`config.mk`:
```
export PLATFORM = sky130hd
export DESIGN_NAME = button_debounce
export DESIGN_NICKNAME = d
export VERILOG_FILES = /design/src/rtl/button_debounce.sv
export SDC_FILE = /design/constraint.sdc
export NUM_CORES = 1
export LEC_CHECK = 0
export CORE_MARGIN = 4
export CORE_UTILIZATION = 55
export CTS_CLUSTER_DIAMETER = 100
export CTS_CLUSTER_SIZE = 40
export DETAILED_ROUTE_END_ITERATION = 6
export GPL_TIMING_DRIVEN = 0
export MAX_ROUTING_LAYER = met4
export PLACE_DENSITY = 0.73
export SYNTH_ARGS = -nofsm -noshare
export SYNTH_HDL_FRONTEND = slang
export SYNTH_SLANG_ARGS = --single-unit
```
`constraint.sdc`:
```
create_clock -name Clk_i -period 3 [get_ports Clk_i]
set_input_delay 0.3 -clock Clk_i [delete_from_list [all_inputs] [get_ports Clk_i]]
set_output_delay 0.3 -clock Clk_i [all_outputs]
set_load 0.1 [all_outputs]
```
`src/rtl/button_debounce.sv`:
```
// Multi-channel push-button debouncer.
// Each raw button is synchronised, then a per-channel FSM accepts a level
// change only after it has been stable for DEBOUNCE_TICKS prescaler ticks.
// Registered outputs give the debounced level and single-cycle press,
// release and long-press pulses.
module button_debounce #(
  parameter int unsigned N_BTN          = 4,
  parameter int unsigned TICK_DIV       = 100000,
  parameter int unsigned DEBOUNCE_TICKS = 20,
  parameter int unsigned LONG_TICKS     = 1000
) (
  input  logic             Clk_i,
  input  logic             Rst_n_i,
  input  logic [N_BTN-1:0] Btn_i,
  output logic [N_BTN-1:0] Level_o,
  output logic [N_BTN-1:0] Press_o,
  output logic [N_BTN-1:0] Release_o,
  output logic [N_BTN-1:0] Long_o
);

  localparam int unsigned PS_W = $clog2(TICK_DIV) + 1;
  localparam int unsigned DB_W = $clog2(DEBOUNCE_TICKS) + 1;
  localparam int unsigned HD_W = $clog2(LONG_TICKS) + 1;

  localparam logic [PS_W-1:0] PS_LAST = PS_W'(TICK_DIV - 1);
  localparam logic [DB_W-1:0] DB_MAX  = DB_W'(DEBOUNCE_TICKS);
  localparam logic [HD_W-1:0] HD_MAX  = HD_W'(LONG_TICKS);

  typedef enum logic [1:0] {
    IDLE,
    PRESS_WAIT,
    PRESSED,
    RELEASE_WAIT
  } state_t;

  logic [N_BTN-1:0] sync1;
  logic [N_BTN-1:0] sync2;
  logic [PS_W-1:0]  pre_cnt;
  logic             tick;

  // Two-flop synchroniser for the asynchronous button inputs
  always_ff @(posedge Clk_i or negedge Rst_n_i) begin
    if (!Rst_n_i) begin
      sync1 <= '0;
      sync2 <= '0;
    end else begin
      sync1 <= Btn_i;
      sync2 <= sync1;
    end
  end

  // Shared prescaler: counts 0..TICK_DIV-1 and wraps
  always_ff @(posedge Clk_i or negedge Rst_n_i) begin
    if (!Rst_n_i) begin
      pre_cnt <= '0;
    end else if (tick) begin
      pre_cnt <= '0;
    end else begin
      pre_cnt <= pre_cnt + PS_W'(1);
    end
  end

  assign tick = (pre_cnt == PS_LAST);

  for (genvar g = 0; g < N_BTN; g++) begin : g_ch
    state_t          state;
    state_t          state_nxt;
    logic [DB_W-1:0] deb_cnt;
    logic [DB_W-1:0] deb_nxt;
    logic [DB_W-1:0] deb_inc;
    logic [HD_W-1:0] hold_cnt;
    logic [HD_W-1:0] hold_nxt;
    logic [HD_W-1:0] hold_inc;
    logic            level_q;
    logic            press_q;
    logic            release_q;
    logic            long_q;
    logic            level_nxt;
    logic            press_nxt;
    logic            release_nxt;
    logic            long_nxt;

    assign deb_inc  = deb_cnt + DB_W'(1);
    assign hold_inc = hold_cnt + HD_W'(1);

    // Next-state, counter and output-pulse decode; a sync change takes
    // priority over a coincident tick so that tick is not counted
    always_comb begin
      state_nxt   = state;
      deb_nxt     = deb_cnt;
      hold_nxt    = hold_cnt;
      press_nxt   = 1'b0;
      release_nxt = 1'b0;
      long_nxt    = 1'b0;
      unique case (state)
        IDLE: begin
          if (sync2[g]) begin
            state_nxt = PRESS_WAIT;
            deb_nxt   = '0;
          end
        end
        PRESS_WAIT: begin
          if (!sync2[g]) begin
            state_nxt = IDLE;
          end else if (tick) begin
            deb_nxt = deb_inc;
            if (deb_inc == DB_MAX) begin
              state_nxt = PRESSED;
              hold_nxt  = '0;
              press_nxt = 1'b1;
            end
          end
        end
        PRESSED: begin
          if (!sync2[g]) begin
            state_nxt = RELEASE_WAIT;
            deb_nxt   = '0;
          end else if (tick && (hold_cnt != HD_MAX)) begin
            hold_nxt = hold_inc;
            long_nxt = (hold_inc == HD_MAX);
          end
        end
        RELEASE_WAIT: begin
          if (sync2[g]) begin
            state_nxt = PRESSED;
          end else if (tick) begin
            deb_nxt = deb_inc;
            if (deb_inc == DB_MAX) begin
              state_nxt   = IDLE;
              release_nxt = 1'b1;
            end
          end
        end
      endcase
      level_nxt = (state_nxt == PRESSED) || (state_nxt == RELEASE_WAIT);
    end

    // State, counters and registered outputs
    always_ff @(posedge Clk_i or negedge Rst_n_i) begin
      if (!Rst_n_i) begin
        state     <= IDLE;
        deb_cnt   <= '0;
        hold_cnt  <= '0;
        level_q   <= 1'b0;
        press_q   <= 1'b0;
        release_q <= 1'b0;
        long_q    <= 1'b0;
      end else begin
        state     <= state_nxt;
        deb_cnt   <= deb_nxt;
        hold_cnt  <= hold_nxt;
        level_q   <= level_nxt;
        press_q   <= press_nxt;
        release_q <= release_nxt;
        long_q    <= long_nxt;
      end
    end

    assign Level_o[g]   = level_q;
    assign Press_o[g]   = press_q;
    assign Release_o[g] = release_q;
    assign Long_o[g]    = long_q;
  end

endmodule

```
# Yosys cells after proc, flatten, opt, wreduce, memory -nomap -nowiden
# Index checks and enable logic that the tools add are counted.
[classes]
muxes = 121
n_addsub = 9
n_reduce_logical = 24
eq_ne = 65
[ops]
columns = ["operator", "count"]
rows = [
  ["2-to-1 mux 11 bit", 20],
  ["2-to-1 mux 6 bit", 20],
  ["one-hot mux 6 bit (4 select lines)", 4],
  ["one-hot mux 11 bit (2 select lines)", 4],
  ["2-to-1 mux 2 bit", 32],
  ["inequality test 2 bit (second input constant)", 32],
  ["adder 11 x 1 -> 11 bit (second input constant)", 4],
  ["== test 11 x 10 -> 1 bit (second input constant)", 4],
  ["inequality test 11 x 10 -> 1 bit (second input constant)", 4],
  ["2-to-1 mux 1 bit", 36],
  ["== test 2 bit (second input constant)", 16],
  ["one-hot mux 2 bit (4 select lines)", 4],
  ["adder 6 x 1 -> 6 bit (second input constant)", 4],
  ["== test 6 x 5 -> 1 bit (second input constant)", 4],
  ["AND reduction 6 bit", 4],
  ["adder 18 x 1 -> 18 bit (second input constant)", 1],
  ["== test 18 x 17 -> 1 bit (second input constant)", 1],
  ["2-to-1 mux 18 bit", 1],
  ["AND reduction 4 bit", 4],
  ["== test 2 x 1 -> 1 bit (second input constant)", 4],
  ["logical NOT 2 bit", 4],
  ["nonzero test 2 bit", 4],
  ["logical AND 1 bit", 4],
  ["logical OR 1 bit", 4],
]
[word_totals]
output_inout_bits = 16
wordCells = 250
register_bits = 118
inputBits = 6

# Longest topological paths before layout
# Gate-level depths: netlist of the first run.
[depth]
word_depth = 8
depth_mapped = 8
ltp_nobuf = 7

# Worst setup path after synthesis of the first run
# Ideal clock, no wire load.
[synth_path]
path_kind = "register to register"
from = "reg pre_cnt[13]"
to = "reg g_ch[1].deb_cnt[5]"
t_required_ns = 2.879
setup_ns = 0.121
synth_period_minus_slack_ns = 2.438
path_slack_ns = 0.562
path_stages_with_launch = 6
arrival_ns = 2.317
n_path_buf = 0
path_cell_list = "dfrtp_1 -> or4_4 -> or4_4 -> nor4_1 -> mux2_2 -> a22o_1"
[synth_between]
elab_chain_cells = 4
elab_cells_between_ends = 5
[synth_rtl]
columns = ["element", "line", "rtl"]
rows = [
  ["from (decl)", "38", "logic [PS_W-1:0] pre_cnt;"],
  ["from (signal assigned)", "59", "pre_cnt <= pre_cnt + PS_W'(1);"],
  ["== test 18 x 17 -> 1 bit (*)", "63", "assign tick = (pre_cnt == PS_LAST);"],
  ["2-to-1 mux 6 bit (*)", "-", ""],
  ["2-to-1 mux 6 bit (on tied branches)", "-", ""],
  ["one-hot mux 6 bit (4 select lines) (*)", "-", ""],
  ["to (signal assigned)", "150", "deb_cnt <= deb_nxt;"],
  ["to (decl)", "68", "logic [DB_W-1:0] deb_cnt;"],
]
# Every way passes the cells marked *; elsewhere a longest branch is shown, timed or not. The select of a mux whose other input is x is not followed.
# A chain may end at the register's enable or synchronous reset.

# Worst setup path in the final report of the first run
[layout_path]
from = "reg pre_cnt[6]"
to = "reg g_ch[3].state[0]"
[layout_between]
elab_chain_cells = 4
elab_cells_between_ends = 6
[layout_rtl]
columns = ["element", "line", "rtl"]
rows = [
  ["== test 18 x 17 -> 1 bit (*)", "63", ""],
  ["2-to-1 mux 2 bit (on tied branches)", "126, 105", ""],
  ["2-to-1 mux 2 bit (on tied branches)", "124, 103", ""],
  ["one-hot mux 2 bit (4 select lines) (*)", "95", "unique case (state)"],
  ["net g_ch[3].state_nxt[0]", "67", "state_t state_nxt;"],
  ["to (signal assigned)", "149", "state <= state_nxt;"],
  ["to (decl)", "66", "state_t state;"],
]
# Mark *: on every way through the listed nets, which the timed path passes. The rest lies on a longest branch.

==> impl_metrics.yaml, run 1 <==
yosys:
  synthesized_netlist_net_count: 704
  synth.top_cells.by_area: "sky130_fd_sc_hd__dfrtp_1 (45%), sky130_fd_sc_hd__mux2_2 (3.6%), sky130_fd_sc_hd__nand2_1 (3.4%), sky130_fd_sc_hd__ha_1 (3.2%), sky130_fd_sc_hd__nand3_1 (3.2%)"
  synthDominantAreaCellType: "sky130_fd_sc_hd__dfrtp_1"
  yosys_warnings: 0
  synth_sequential_area_ratio_pct: 44.81
  count_of_flip_flops_with_a_built_in_enable_after_synthesis: 0
  async_set_or_reset_flop_fraction_in_the_synthesized_netlist_pct: 100.0
  yosysUniqueCellTypes: 66
  post_synth_design_cell_area_um2: 6590
  netlist.area_leader.share_pct: 44.81
  postSynth.topFlopCell: "sky130_fd_sc_hd__dfrtp_1"
  synth_most_common_cell: "sky130_fd_sc_hd__dfrtp_1"
  syn_area_per_cell_um2: 9.677
  synthCells: 681
  postSynthRegisterBits: 118
  synth_common_cells: "sky130_fd_sc_hd__dfrtp_1 (118), sky130_fd_sc_hd__nand2_1 (59), sky130_fd_sc_hd__nor2_1 (44), sky130_fd_sc_hd__nand3_1 (42), sky130_fd_sc_hd__o21ai_0 (32)"
cts:
  clk-insertion-delay-late_ns: 0.42
  cts-htree-levels: 4
  tritoncts: "yes"
  clk_transition_reported_paths_ns: 0.06
  numClockSinks: 118
  clk_path_buf_depth: 2
  clk_root_buffer_cell: "sky130_fd_sc_hd__clkbuf_16"
  cts_bufs_inserted: 17
routing:
  drt-total-wl_um: 14070
  route.detailed.wl_per_inst_um: 15.94
  detail-route-antenna-nets: 0
  first_iter_violations: 401
  route.detailed.drc: 0
  dr_total_vias: 5408
  drt_pre_antenna_iters: 5
  viasPerCell: 6.125
power_and_ir_drop:
  clock_share_of_power_pct: 57.2
  power.switching_mw: 0.7967
  cellPowerDensity_nw_per_um2: 510.5
  sequentialPowerShare_pct: 40.8
  power_internal_mw: 3.138
  netSwitchingFraction_pct: 20.25
  pwr-share-comb_pct: 1.9
  power.leakage_nw: 3.280
  max-vdd-ir-drop_uv: 540.6
sta:
  tightestPinTransition_ns: 0.9813
  final_hold_viol_count: 0
  skew_ns: 0.005743
  relSlewSlack_pct: 34.38
  finalSetupViolCount: 0
  min_period_over_period_pct: 95.88
  final.min_clock_period_ns: 2.876
  achievable-frequency_mhz: 347.6
  unrepaired_setup_endpoints_after_global_routing: "false"
  drv_slew: 0
  final.hold.worst_slack_ns: 0.3209
cells_and_area:
  syn_to_final_growth_pct: 16.94
  post_route_cells_drive_above_1_share_pct: 11.76
  antenna-diode-count: 0
  final_core_utilization_pct: 66.63
  finish.net_count: 750
place:
  finalWeightedCongestion: 0.9116
  detailedPlacementHpwl_um: 9467
  numPortBuffers: 21
worst_setup_path:
  timing.reg2reg.worst_path_depth: 5
  crit-reg2reg-launch: "pre_cnt[6]$_DFF_PN0_"
  path_class: "reg2reg"
  r2r_slack_ns: 0.12
  worstSetupStartpointType: "flip-flop"
  cp_max_fo: 10
  reg2reg_to: "g_ch[3].state[0]$_DFF_PN0_"
  critical_path_at_ns: 3.12
  crit_required_ns: 3.25
  worst_setup_path_end_kind: "flip-flop"
worst_hold_path:
  hold-path-endpoint: "sync1[2]$_DFF_PN0_"
  timing.hold.worst_path_depth: 1
  min-delay-path-class: "in2reg"
  hold_path_startpoint: "Btn_i[2]"
grt:
  gr-usage-met3_pct: 6.343
  grt_max_degree: 74
  globalRouteMet2Util_pct: 34.07
  grt_first_pass_wirelength_um: 24140
  first_global_vias: 5110
  grt_use_met1_pct: 27.56
  grt_overflow: 0
  gr-max-usage-layer: "met2"
  grt_antenna_before_repair: 0
  globalRouteTotalUtil_pct: 21.70
floorplan:
  floorplan.die_area_um2: 13800
  floorplan.initialDensity_pct: 56.98
  die_y_um: 117.5
  fp.dieW_um: 117.5
  floorplan.core_area_um2: 11560
  fp-row-count: 39
  ioPinCount: 22
run_status:
  run_status: "finished, final reports clean"
job:
  drv.max_cap_violation_count: 0
-- worst max path at each step --
stage / startpoint / to / slack, ns / cells after the start
floorplan: pre_cnt[13]$_DFF_PN0_ / g_ch[1].deb_cnt[5]$_DFFE_PN0P_ / 0.56 / 5
global placement: Rst_n_i / g_ch[1].hold_cnt[2]$_DFFE_PN0P_ / -2.93 / 1
detailed placement: pre_cnt[0]$_DFF_PN0_ / g_ch[3].hold_cnt[3]$_DFFE_PN0P_ / 0.03 / 7
CTS: pre_cnt[0]$_DFF_PN0_ / g_ch[3].hold_cnt[3]$_DFFE_PN0P_ / 0.008 / 7
global route: pre_cnt[13]$_DFF_PN0_ / g_ch[3].state[0]$_DFF_PN0_ / 0.02 / 5
finish: pre_cnt[6]$_DFF_PN0_ / g_ch[3].state[0]$_DFF_PN0_ / 0.12 / 5
-- metal layers --
layer  wire (µm)  vias up  share of wire [%]
li1            -     2608                  -
met1        6340     2642                 45
met2        6876      132                 49
met3         620       26                4.4
met4         234        0                1.7
met5           0        -                  0
-- cells in the final DEF (no fill, tap or decap), types with 17 or more instances in the layout --
cell type	instances
sky130_fd_sc_hd__inv_1	18
sky130_fd_sc_hd__nor2_1	44
sky130_fd_sc_hd__xnor2_1	20
sky130_fd_sc_hd__a22o_1	20
sky130_fd_sc_hd__clkdlybuf4s50_1	20
sky130_fd_sc_hd__buf_4	21
sky130_fd_sc_hd__ha_1	17
sky130_fd_sc_hd__o21ai_0	32
sky130_fd_sc_hd__nand2_1	59
sky130_fd_sc_hd__nand3_1	42
sky130_fd_sc_hd__mux2_2	21
sky130_fd_sc_hd__a21oi_1	19
sky130_fd_sc_hd__nand4_1	31
sky130_fd_sc_hd__clkbuf_1	30
sky130_fd_sc_hd__dfrtp_1	118
sky130_fd_sc_hd__clkbuf_16	17
-- logic make-up (layout without fill, tap and decap cells) --
family / after synthesis / in the layout / synth area share [%]
compound gates: 138 / 138 / 14.71
xor+xnor: 25 / 25 / 3.323
fa+ha+maj: 17 / 17 / 3.228
buf+inv: 68 / 127 / 4.974
flops: 118 / 118 / 44.81
mux: 26 / 26 / 4.348
simple gates: 289 / 289 / 24.61
-- critical path, cell delays in order (launching register included) --
cell and delay, ns:
sky130_fd_sc_hd__dfrtp_1 0.41, sky130_fd_sc_hd__or4_4 0.56, sky130_fd_sc_hd__or4_4 0.56, sky130_fd_sc_hd__nor2_1 0.54, sky130_fd_sc_hd__clkbuf_1 0.50, sky130_fd_sc_hd__a21oi_1 0.14
-- power groups by stage --
stage | clock network (mW) | logic (mW) | registers, mW
after floorplan | 0 | 0.0261 | 1.63
after detailed placement | 0 | 0.0759 | 1.63
after global routing | 2.37 | 0.0865 | 1.61
after CTS | 2.28 | 0.0777 | 1.61
final | 2.25 | 0.0750 | 1.61
after global placement | 0 | 0.0696 | 1.64
-- what timing repair did --
action,in CTS,in global routing
hold endpoints to repair,45,0
buffers inserted,0,4
resized for setup,0,1
hold buffers,1,0
endpoints found under the setup margin,0,29
-- final cells by class --
class | instances | area, µm²
Clock buffer | 20 | 456.7
Inverter | 18 | 67.56
Fill cell | 884 | 3859
Tap cell | 143 | 178.9
Buffer | 50 | 261.5
Sequential cell | 118 | 2953
Timing Repair Buffer | 27 | 279.0
Clock inverter | 12 | 200.2
Multi-Input combinational cell | 495 | 3309
-- flip-flops by register name, indices dropped and copies added, names as in the netlist --
signal	cells
g_ch.hold_cnt	44
g_ch.deb_cnt	24
pre_cnt	18
g_ch.state	8
g_ch.level_q	4
g_ch.long_q	4
g_ch.press_q	4
g_ch.release_q	4
sync1	4
sync2	4
-- metrics by stage --
stage | worst slack (ns) | instances | TNS, ns | total power [mW] | cell area (µm²)
5_1_grt | 0.01805 | 883 | 0 | 4.066 | 7706
4_1_cts | 0.007609 | 879 | 0 | 3.967 | 7675
3_5_place_dp | 0.03482 | 846 | 0 | 1.711 | 7008
3_3_place_gp | -2.929 | 845 | -344.42 | 1.705 | 6979
2_1_floorplan | 0.5622 | 681 | 0 | 1.660 | 6590
6_report | 0.1235 | 883 | 0 | 3.934 | 7706
Power figures use the tool's default switching activity.
==> run 2, diff against run 1 <==
Settings changed: CTS_CLUSTER_DIAMETER 100 to 30.
==> results of run 2 <==
No change in the layout: final DEF, timing and power equal those of run 1.
==> run 3, diff against run 2 <==
Settings changed: CTS_BUF_LIST set to sky130_fd_sc_hd__clkbuf_4 sky130_fd_sc_hd__clkbuf_8 sky130_fd_sc_hd__clkbuf_16.
==> run 3 against run 2 <==
Compared with the run above: setup slack better by 0.0089 ns; cell area about the same; via count down 0.44%; critical path depth unchanged; critical endpoint unchanged; largest cell class unchanged; sequential power about the same; first-iteration DRC count up 0.75%; sequential share of layout area about the same; cell count unchanged; register-to-register slack about the same; die area unchanged; total power up 0.28%; global-route usage about the same.
==> impl_metrics.yaml, run 3 (synthesis gave the netlist of run 1 again) <==
run_status:
  run_status: "finished, final reports clean"
floorplan:
  floorplan.initialDensity_pct: 56.98
  floorplan.die_area_um2: 13800
  die_y_um: 117.5
  fp-row-count: 39
  fp.dieW_um: 117.5
  ioPinCount: 22
  floorplan.core_area_um2: 11560
worst_setup_path:
  crit-reg2reg-launch: "pre_cnt[6]$_DFF_PN0_"
  worst_setup_path_end_kind: "flip-flop"
  reg2reg_to: "g_ch[3].state[0]$_DFF_PN0_"
  r2r_slack_ns: 0.13
  critical_path_at_ns: 3.12
  worstSetupStartpointType: "flip-flop"
  crit_required_ns: 3.25
  path_class: "reg2reg"
  cp_max_fo: 10
  timing.reg2reg.worst_path_depth: 5
power_and_ir_drop:
  max-vdd-ir-drop_uv: 544.9
  total_power_mw: 3.945
  power.leakage_nw: 3.283
  cellPowerDensity_nw_per_um2: 511.7
sta:
  drv_slew: 0
  finalSetupViolCount: 0
  final_hold_viol_count: 0
  relSlewSlack_pct: 34.37
  min_period_over_period_pct: 95.59
  unrepaired_setup_endpoints_after_global_routing: "false"
  skew_ns: 0.005831
  tightestPinTransition_ns: 0.9813
  final.hold.worst_slack_ns: 0.3215
  final.min_clock_period_ns: 2.868
  achievable-frequency_mhz: 348.7
cells_and_area:
  layout.filler_cells: 885
  post-route-cell-area_um2: 7710
  syn_to_final_growth_pct: 16.99
  antenna-diode-count: 0
  max_flop_register: "g_ch.hold_cnt"
  post_route_cells_drive_above_1_share_pct: 11.89
  final_common_cell: "sky130_fd_sc_hd__dfrtp_1"
  largest_register_ffs: 44
  final_core_utilization_pct: 66.67
  finish.net_count: 750
  biggest_registers_after_layout: "g_ch.hold_cnt (44), g_ch.deb_cnt (24), pre_cnt (18)"
  final_cell_mix: "sky130_fd_sc_hd__dfrtp_1 (118), sky130_fd_sc_hd__nand2_1 (59), sky130_fd_sc_hd__nor2_1 (44), sky130_fd_sc_hd__nand3_1 (42), sky130_fd_sc_hd__o21ai_0 (32)"
cts:
  clk_path_buf_depth: 2
  tritoncts: "yes"
  cts-htree-levels: 4
  clk-insertion-delay-late_ns: 0.42
  clk_transition_reported_paths_ns: 0.06
  numClockSinks: 118
  cts_bufs_inserted: 17
  clk_root_buffer_cell: "sky130_fd_sc_hd__clkbuf_16"
place:
  dpl-instance-area_um2: 7008
  numPortBuffers: 21
  detailedPlacementHpwl_um: 9467
  finalWeightedCongestion: 0.9116
routing:
  drt_pre_antenna_iters: 5
  dr_total_vias: 5384
  first_iter_violations: 404
  viasPerCell: 6.097
  route.detailed.wl_per_inst_um: 16.02
  detail-route-antenna-nets: 0
  route.detailed.drc: 0
  drt-total-wl_um: 14140
worst_hold_path:
  timing.hold.worst_path_depth: 1
  hold-path-endpoint: "sync1[2]$_DFF_PN0_"
  min-delay-path-class: "in2reg"
  hold_path_startpoint: "Btn_i[2]"
grt:
  globalRouteTotalUtil_pct: 21.71
  grt_antenna_before_repair: 0
  first_global_vias: 5110
  grt_first_pass_wirelength_um: 24140
  grt_max_degree: 74
  grt_overflow: 0
job:
  drv.max_cap_violation_count: 0
==> run 3: worst max path at each step <==
stage / start / end / slack, ns
floorplan: pre_cnt[13]$_DFF_PN0_ / g_ch[1].deb_cnt[5]$_DFFE_PN0P_ / 0.56
global placement: Rst_n_i / g_ch[1].hold_cnt[2]$_DFFE_PN0P_ / -2.93
detailed placement: pre_cnt[0]$_DFF_PN0_ / g_ch[3].hold_cnt[3]$_DFFE_PN0P_ / 0.03
CTS: pre_cnt[0]$_DFF_PN0_ / g_ch[3].hold_cnt[3]$_DFFE_PN0P_ / 0.008
global route: pre_cnt[13]$_DFF_PN0_ / g_ch[3].state[0]$_DFF_PN0_ / 0.02
finish: pre_cnt[6]$_DFF_PN0_ / g_ch[3].state[0]$_DFF_PN0_ / 0.13
==> run 3: timing repair <==
action / 4_1_cts / 5_1_grt
setup endpoints to repair: 0 / 29
hold buffers: 1 / 0
resized for setup: 0 / 1
hold endpoints to repair: 45 / 0
setup buffers: 0 / 4
==> run 3: routing by layer <==
layer	vias up	global-route usage [%]	share of wire (%)
met2	109	34.10	49
met1	2639	27.56	45
met4	0	6.374	1.7
met5	-	-	0
li1	2610	-	-
met3	26	6.343	4.2
==> run 3: cell type report <==
type                    count  area [µm²]  share of cell area, %
multi-input cells         495        3309                  42.92
flip-flops and latches    118        2953                  38.30
clock buffers              20       460.4                  5.972
repair buffers             27       279.0                  3.619
plain buffers              50       261.5                  3.392
clock inverters            12       200.2                  2.597
well taps                 143       178.9                  2.321
inverters                  18       67.56                 0.8763
==> run 3: per-stage QoR <==
step | cells | worst slack, ns | setup TNS (ns)
2_1_floorplan | 681 | 0.5622 | 0
3_3_place_gp | 845 | -2.929 | -344.42
3_5_place_dp | 846 | 0.03482 | 0
4_1_cts | 879 | 0.008322 | 0
5_1_grt | 883 | 0.01805 | 0
6_report | 883 | 0.1324 | 0
==> run 3: worst max-delay path, cell delays in order, from the launching register on <==
cell	delay [ns]
sky130_fd_sc_hd__dfrtp_1	0.41
sky130_fd_sc_hd__or4_4	0.56
sky130_fd_sc_hd__or4_4	0.56
sky130_fd_sc_hd__nor2_1	0.54
sky130_fd_sc_hd__clkbuf_1	0.49
sky130_fd_sc_hd__a21oi_1	0.14
==> run 3: power breakdown <==
part           leakage [nW]  internal, mW  switching [mW]
Combinational          1.36        0.0209          0.0542
Sequential             1.61          1.60         0.00611
Clock                 0.316          1.52           0.738
